File: src/rtl/lfsr_period_meter.sv
// lfsr_period_meter
// Measures the cycle length of an LFSR sequence by capturing a reference
// state on the first step after a start and counting steps until that
// state is seen again. If the reference has not recurred after 2**BITS
// steps, it is treated as a transient state and a timeout is reported.
module lfsr_period_meter #(
    parameter int BITS = 5
) (
    input  logic            clk,
    input  logic            reset_i,
    input  logic [BITS-1:0] state_i,
    input  logic            step_i,
    input  logic            start_i,
    output logic [BITS:0]   period_o,
    output logic            valid_o,
    output logic            timeout_o,
    output logic            busy_o,
    output logic            done_o
);

    typedef enum logic [1:0] {
        IDLE    = 2'd0,
        ARM     = 2'd1,
        MEASURE = 2'd2
    } meter_state_t;

    // The step count that would give 2**BITS; reaching it without a match is a timeout
    localparam logic [BITS:0] FULL_COUNT = {1'b1, {BITS{1'b0}}};

    meter_state_t    r_state;
    meter_state_t    w_stateNext;

    logic [BITS-1:0] r_ref;
    logic [BITS-1:0] w_refNext;
    logic [BITS-1:0] r_count;
    logic [BITS-1:0] w_countNext;
    logic [BITS:0]   r_period;
    logic [BITS:0]   w_periodNext;
    logic            r_valid;
    logic            w_validNext;
    logic            r_timeout;
    logic            w_timeoutNext;
    logic            r_done;
    logic            w_doneNext;
    logic            r_busy;
    logic            w_busyNext;

    logic [BITS:0]   w_n;
    logic            w_match;
    logic            w_full;

    // The match test uses the step count including the current step
    assign w_n     = {1'b0, r_count} + (BITS+1)'(1);
    assign w_match = (state_i == r_ref);
    assign w_full  = (w_n == FULL_COUNT);

    // State register; reset returns the meter to IDLE
    always_ff @(posedge clk) begin
        if (reset_i) begin
            r_state <= IDLE;
        end else begin
            r_state <= w_stateNext;
        end
    end

    // Next-state logic: start always (re)arms, completion returns to IDLE
    always_comb begin
        w_stateNext = r_state;
        case (r_state)
            IDLE: begin
                if (start_i) begin
                    w_stateNext = ARM;
                end
            end
            ARM: begin
                if (start_i) begin
                    w_stateNext = ARM;
                end else if (step_i) begin
                    w_stateNext = MEASURE;
                end
            end
            MEASURE: begin
                if (start_i) begin
                    w_stateNext = ARM;
                end else if (step_i && (w_match || w_full)) begin
                    w_stateNext = IDLE;
                end
            end
            default: begin
                w_stateNext = IDLE;
            end
        endcase
    end

    // Output/datapath next values; match is tested before timeout so a full-length period is reported
    always_comb begin
        w_refNext     = r_ref;
        w_countNext   = r_count;
        w_periodNext  = r_period;
        w_validNext   = r_valid;
        w_timeoutNext = r_timeout;
        w_doneNext    = 1'b0;
        case (r_state)
            IDLE: begin
                if (start_i) begin
                    w_countNext   = '0;
                    w_periodNext  = '0;
                    w_validNext   = 1'b0;
                    w_timeoutNext = 1'b0;
                end
            end
            ARM: begin
                if (start_i) begin
                    w_countNext   = '0;
                    w_periodNext  = '0;
                    w_validNext   = 1'b0;
                    w_timeoutNext = 1'b0;
                end else if (step_i) begin
                    w_refNext   = state_i;
                    w_countNext = '0;
                end
            end
            MEASURE: begin
                if (start_i) begin
                    w_countNext   = '0;
                    w_periodNext  = '0;
                    w_validNext   = 1'b0;
                    w_timeoutNext = 1'b0;
                end else if (step_i) begin
                    if (w_match) begin
                        w_periodNext  = w_n;
                        w_validNext   = 1'b1;
                        w_timeoutNext = 1'b0;
                        w_doneNext    = 1'b1;
                    end else if (w_full) begin
                        w_periodNext  = '0;
                        w_validNext   = 1'b0;
                        w_timeoutNext = 1'b1;
                        w_doneNext    = 1'b1;
                    end else begin
                        w_countNext = w_n[BITS-1:0];
                    end
                end
            end
            default: begin
                w_countNext = '0;
            end
        endcase
        w_busyNext = (w_stateNext != IDLE);
    end

    // Datapath and output registers so every output comes straight from a flop
    always_ff @(posedge clk) begin
        if (reset_i) begin
            r_ref     <= '0;
            r_count   <= '0;
            r_period  <= '0;
            r_valid   <= 1'b0;
            r_timeout <= 1'b0;
            r_done    <= 1'b0;
            r_busy    <= 1'b0;
        end else begin
            r_ref     <= w_refNext;
            r_count   <= w_countNext;
            r_period  <= w_periodNext;
            r_valid   <= w_validNext;
            r_timeout <= w_timeoutNext;
            r_done    <= w_doneNext;
            r_busy    <= w_busyNext;
        end
    end

    assign period_o  = r_period;
    assign valid_o   = r_valid;
    assign timeout_o = r_timeout;
    assign busy_o    = r_busy;
    assign done_o    = r_done;

endmodule

File: config.mk
export PLATFORM = sky130hd
export DESIGN_NAME = lfsr_period_meter
export DESIGN_NICKNAME = d
export VERILOG_FILES = /design/src/rtl/lfsr_period_meter.sv
export SDC_FILE = /design/constraint.sdc
export NUM_CORES = 1
export LEC_CHECK = 0
export ABC_AREA = 1
export CORE_UTILIZATION = 45
export DETAILED_ROUTE_END_ITERATION = 12
export MAX_ROUTING_LAYER = met4
export PLACE_DENSITY = 0.69
export SETUP_SLACK_MARGIN = 0.15
export SLEW_MARGIN = 30
export SYNTH_ARGS = -nofsm -noshare
export SYNTH_HDL_FRONTEND = slang
export SYNTH_SLANG_ARGS = --single-unit
export TNS_END_PERCENT = 100
File: constraint.sdc
create_clock -name clk -period 1.6 [get_ports clk]
set_clock_uncertainty 0.1 [all_clocks]
set_input_delay 0.16 -clock clk [delete_from_list [all_inputs] [get_ports clk]]
set_output_delay 0.16 -clock clk [all_outputs]
set_load 0.05 [all_outputs]
==> results.ini <==
[timing]
fmax_mhz = 677
hold_viol = 0
fin_ws_ns = 0.124
drv_slew = 0
min_period_over_period_pct = 92.3
fin_setup_tns_ns = 0
fin_hold_ws_ns = 0.313
grt_setup_unrepaired = yes
worstMarginPinSlew_ns = 0.323
max_slew_margin_pct = 78.2
setup_viol = 0
period_minus_slack_ns = 1.48

[pwr]
power_density_nw_per_um2 = 808
irDropWorstVdd_mv = 0.473
finalPower_mw = 1.27
leakage_nw = 0.720

[status]
status = completed

[placement]
globalplace.congestion = 0.882
pre_cts_ws_ns = -0.136
port_buffers = 18
hpwl_um = 1880

[clock_network]
insertion_delay_ns = 0.31
clock-sinks = 22
holdBufCountCts = 0
cts_max_path_buffers = 2
cts_tree = built
cts_root_buffer = clkbuf_4
cts_buffers = 3
clkTransAtPathRegs_ns = 0.14
ctsHtreeMaxLevel = 1

[logic_synthesis]
synth_cell_types = 23
syn_nets = 181
yosys_warnings = 0
synth_seq_area_share_pct = 38.1
ys_ff_latch = 22
synth.cell_area_um2 = 1160
syn_area_per_cell_um2 = 6.76
synth_cells = 171

[critical_path]
rrSetupSlack_ns = 0.12
critPathTopFamily = simple AND/OR/NAND/NOR gates
crit_arrival_ns = 1.59
path_common_cell = nor2_4
critPathMaxFanout = 10
cp_data_required_time_ns = 1.72
slowest_stage = dfxtp_4
startpoint_type = flop
cpPeakStageDelay_ns = 0.39
critPathKind = reg -> reg
path_cells = ha_4, nand2_2, nor2_4, nand3_4, a21oi_4, nor2_4, a21oi_1, nor2_1
crit_buf_inv = 0
cp-end-kind = flop

[global_route]
grt_pass1_wl_um = 4000
antenna_found_initial = 0
grt_remaining_overflow = 0
grt_pass1_vias = 977
grtUsageTotal_pct = 20.0
grt_max_degree = 14

[routing]
drt_iter0_drc = 19
drc = 0
vias_per_cell = 4.91
final_antenna_net_count = 0
vias = 1154
routedWlPerCell_um = 10.7
drtPass1Iterations = 4
finalWirelength_um = 2520

[final_layout]
layout_commonest_cell = nand2_1
n_antenna_cell = 0
syn2layout_area_growth_pct = 36.4
utilization_pct = 64.2
final_layout_size_suffix_gt1_share_pct = 31.7
most-common-layout-cells = nand2_1 (37), buf_4 (23), nor2_1 (22)
nets = 216

[floorplan]
num_rows = 18
core_um2 = 2450
ios = 19
die_w_um = 52.7
initial_core_util_pct = 47.1
die_h_um = 52.7
dieArea_um2 = 2780

[worst_hold_path]
hold_class = in -> reg

[flow_run]
maxCapViolCount = 0

## worst register-to-register path, cell delays in order, from the launching register on
cell	delay, ns
dfxtp_4	0.39
ha_4	0.13
nand2_2	0.06
nor2_4	0.12
nand3_4	0.11
a21oi_4	0.16
nor2_4	0.08
a21oi_1	0.15
nor2_1	0.06
## sequential cells by signal, indices dropped and copies added (netlist names)
name	cells
period_o	6
r_count	5
r_ref	5
r_state	2
busy_o	1
done_o	1
timeout_o	1
valid_o	1
## cells in the mapped netlist, drive strengths merged
cell type	n	area, µm²
a211oi	1	7.51
a21oi	16	83.8
a31oi	1	6.26
buf	1	5.00
clkinv	2	10.0
dfxtp	22	440
ha	1	12.5
inv	25	93.8
nand2	42	180
nand3	15	105
nand3b	1	7.51
nor2	31	131
nor3	1	5.00
o21ai	10	50.1
xnor2	2	17.5
## cells by family (layout without fill, tap and decap cells)
family	after synthesis	in the layout	share of synthesized area (%)
fa+ha+maj	1	1	1.08
xor+xnor	2	2	1.52
buf+inv	28	62	9.42
compound gates	28	28	12.8
flops	22	22	38.1
simple gates	90	90	37.1
## metal layers
metal / GRT usage, % / vias to the layer above / part of all wire, %
met5: - / - / 0
met4: 6.58 / 0 / 0.59
met3: 3.48 / 2 / 2.7
met2: 34.0 / 20 / 50
met1: 23.8 / 523 / 46
li1: - / 609 / -
## area by class of cell
type,instances,area (µm²)
fill,228,878
multi-input combinational,121,666
clock buffer,3,22.5
timing repair buffer,31,253
sequential,22,457
clock inverter,1,30.0
tap,30,37.5
inverter,27,111
## final timing paths
path | depth (start not counted) | end | start
worst max-delay path | 8 | r_count[4] | r_count[1]
worst max register to register | 8 | r_count[4] | r_count[1]
worst min-delay path | 3 | r_ref[0] | state_i[0]
worst min register to register | 2 | valid_o | valid_o
## through the flow
step,std cells,instance area [µm²]
final,235,1580
after detailed placement,225,1430
after global placement,225,1430
after global routing,235,1580
after CTS,229,1480
after floorplan,171,1190
## what timing repair did
item                                    in CTS  in global routing
pin swaps                                    2                  4
hold endpoints to repair                     0                  0
gates resized for setup                      1                 21
endpoints found under the setup margin      11                 13
setup buffers                                0                  6
## power breakdown
| part | total, mW | switching (mW) | internal [mW] |
|---|---|---|---|
| Clock | 0.436 | 0.183 | 0.253 |
| Sequential | 0.599 | 0.0228 | 0.576 |
| Combinational | 0.239 | 0.145 | 0.0944 |
| Total | 1.27 | 0.351 | 0.923 |
(Power assumes the default switching activity.)
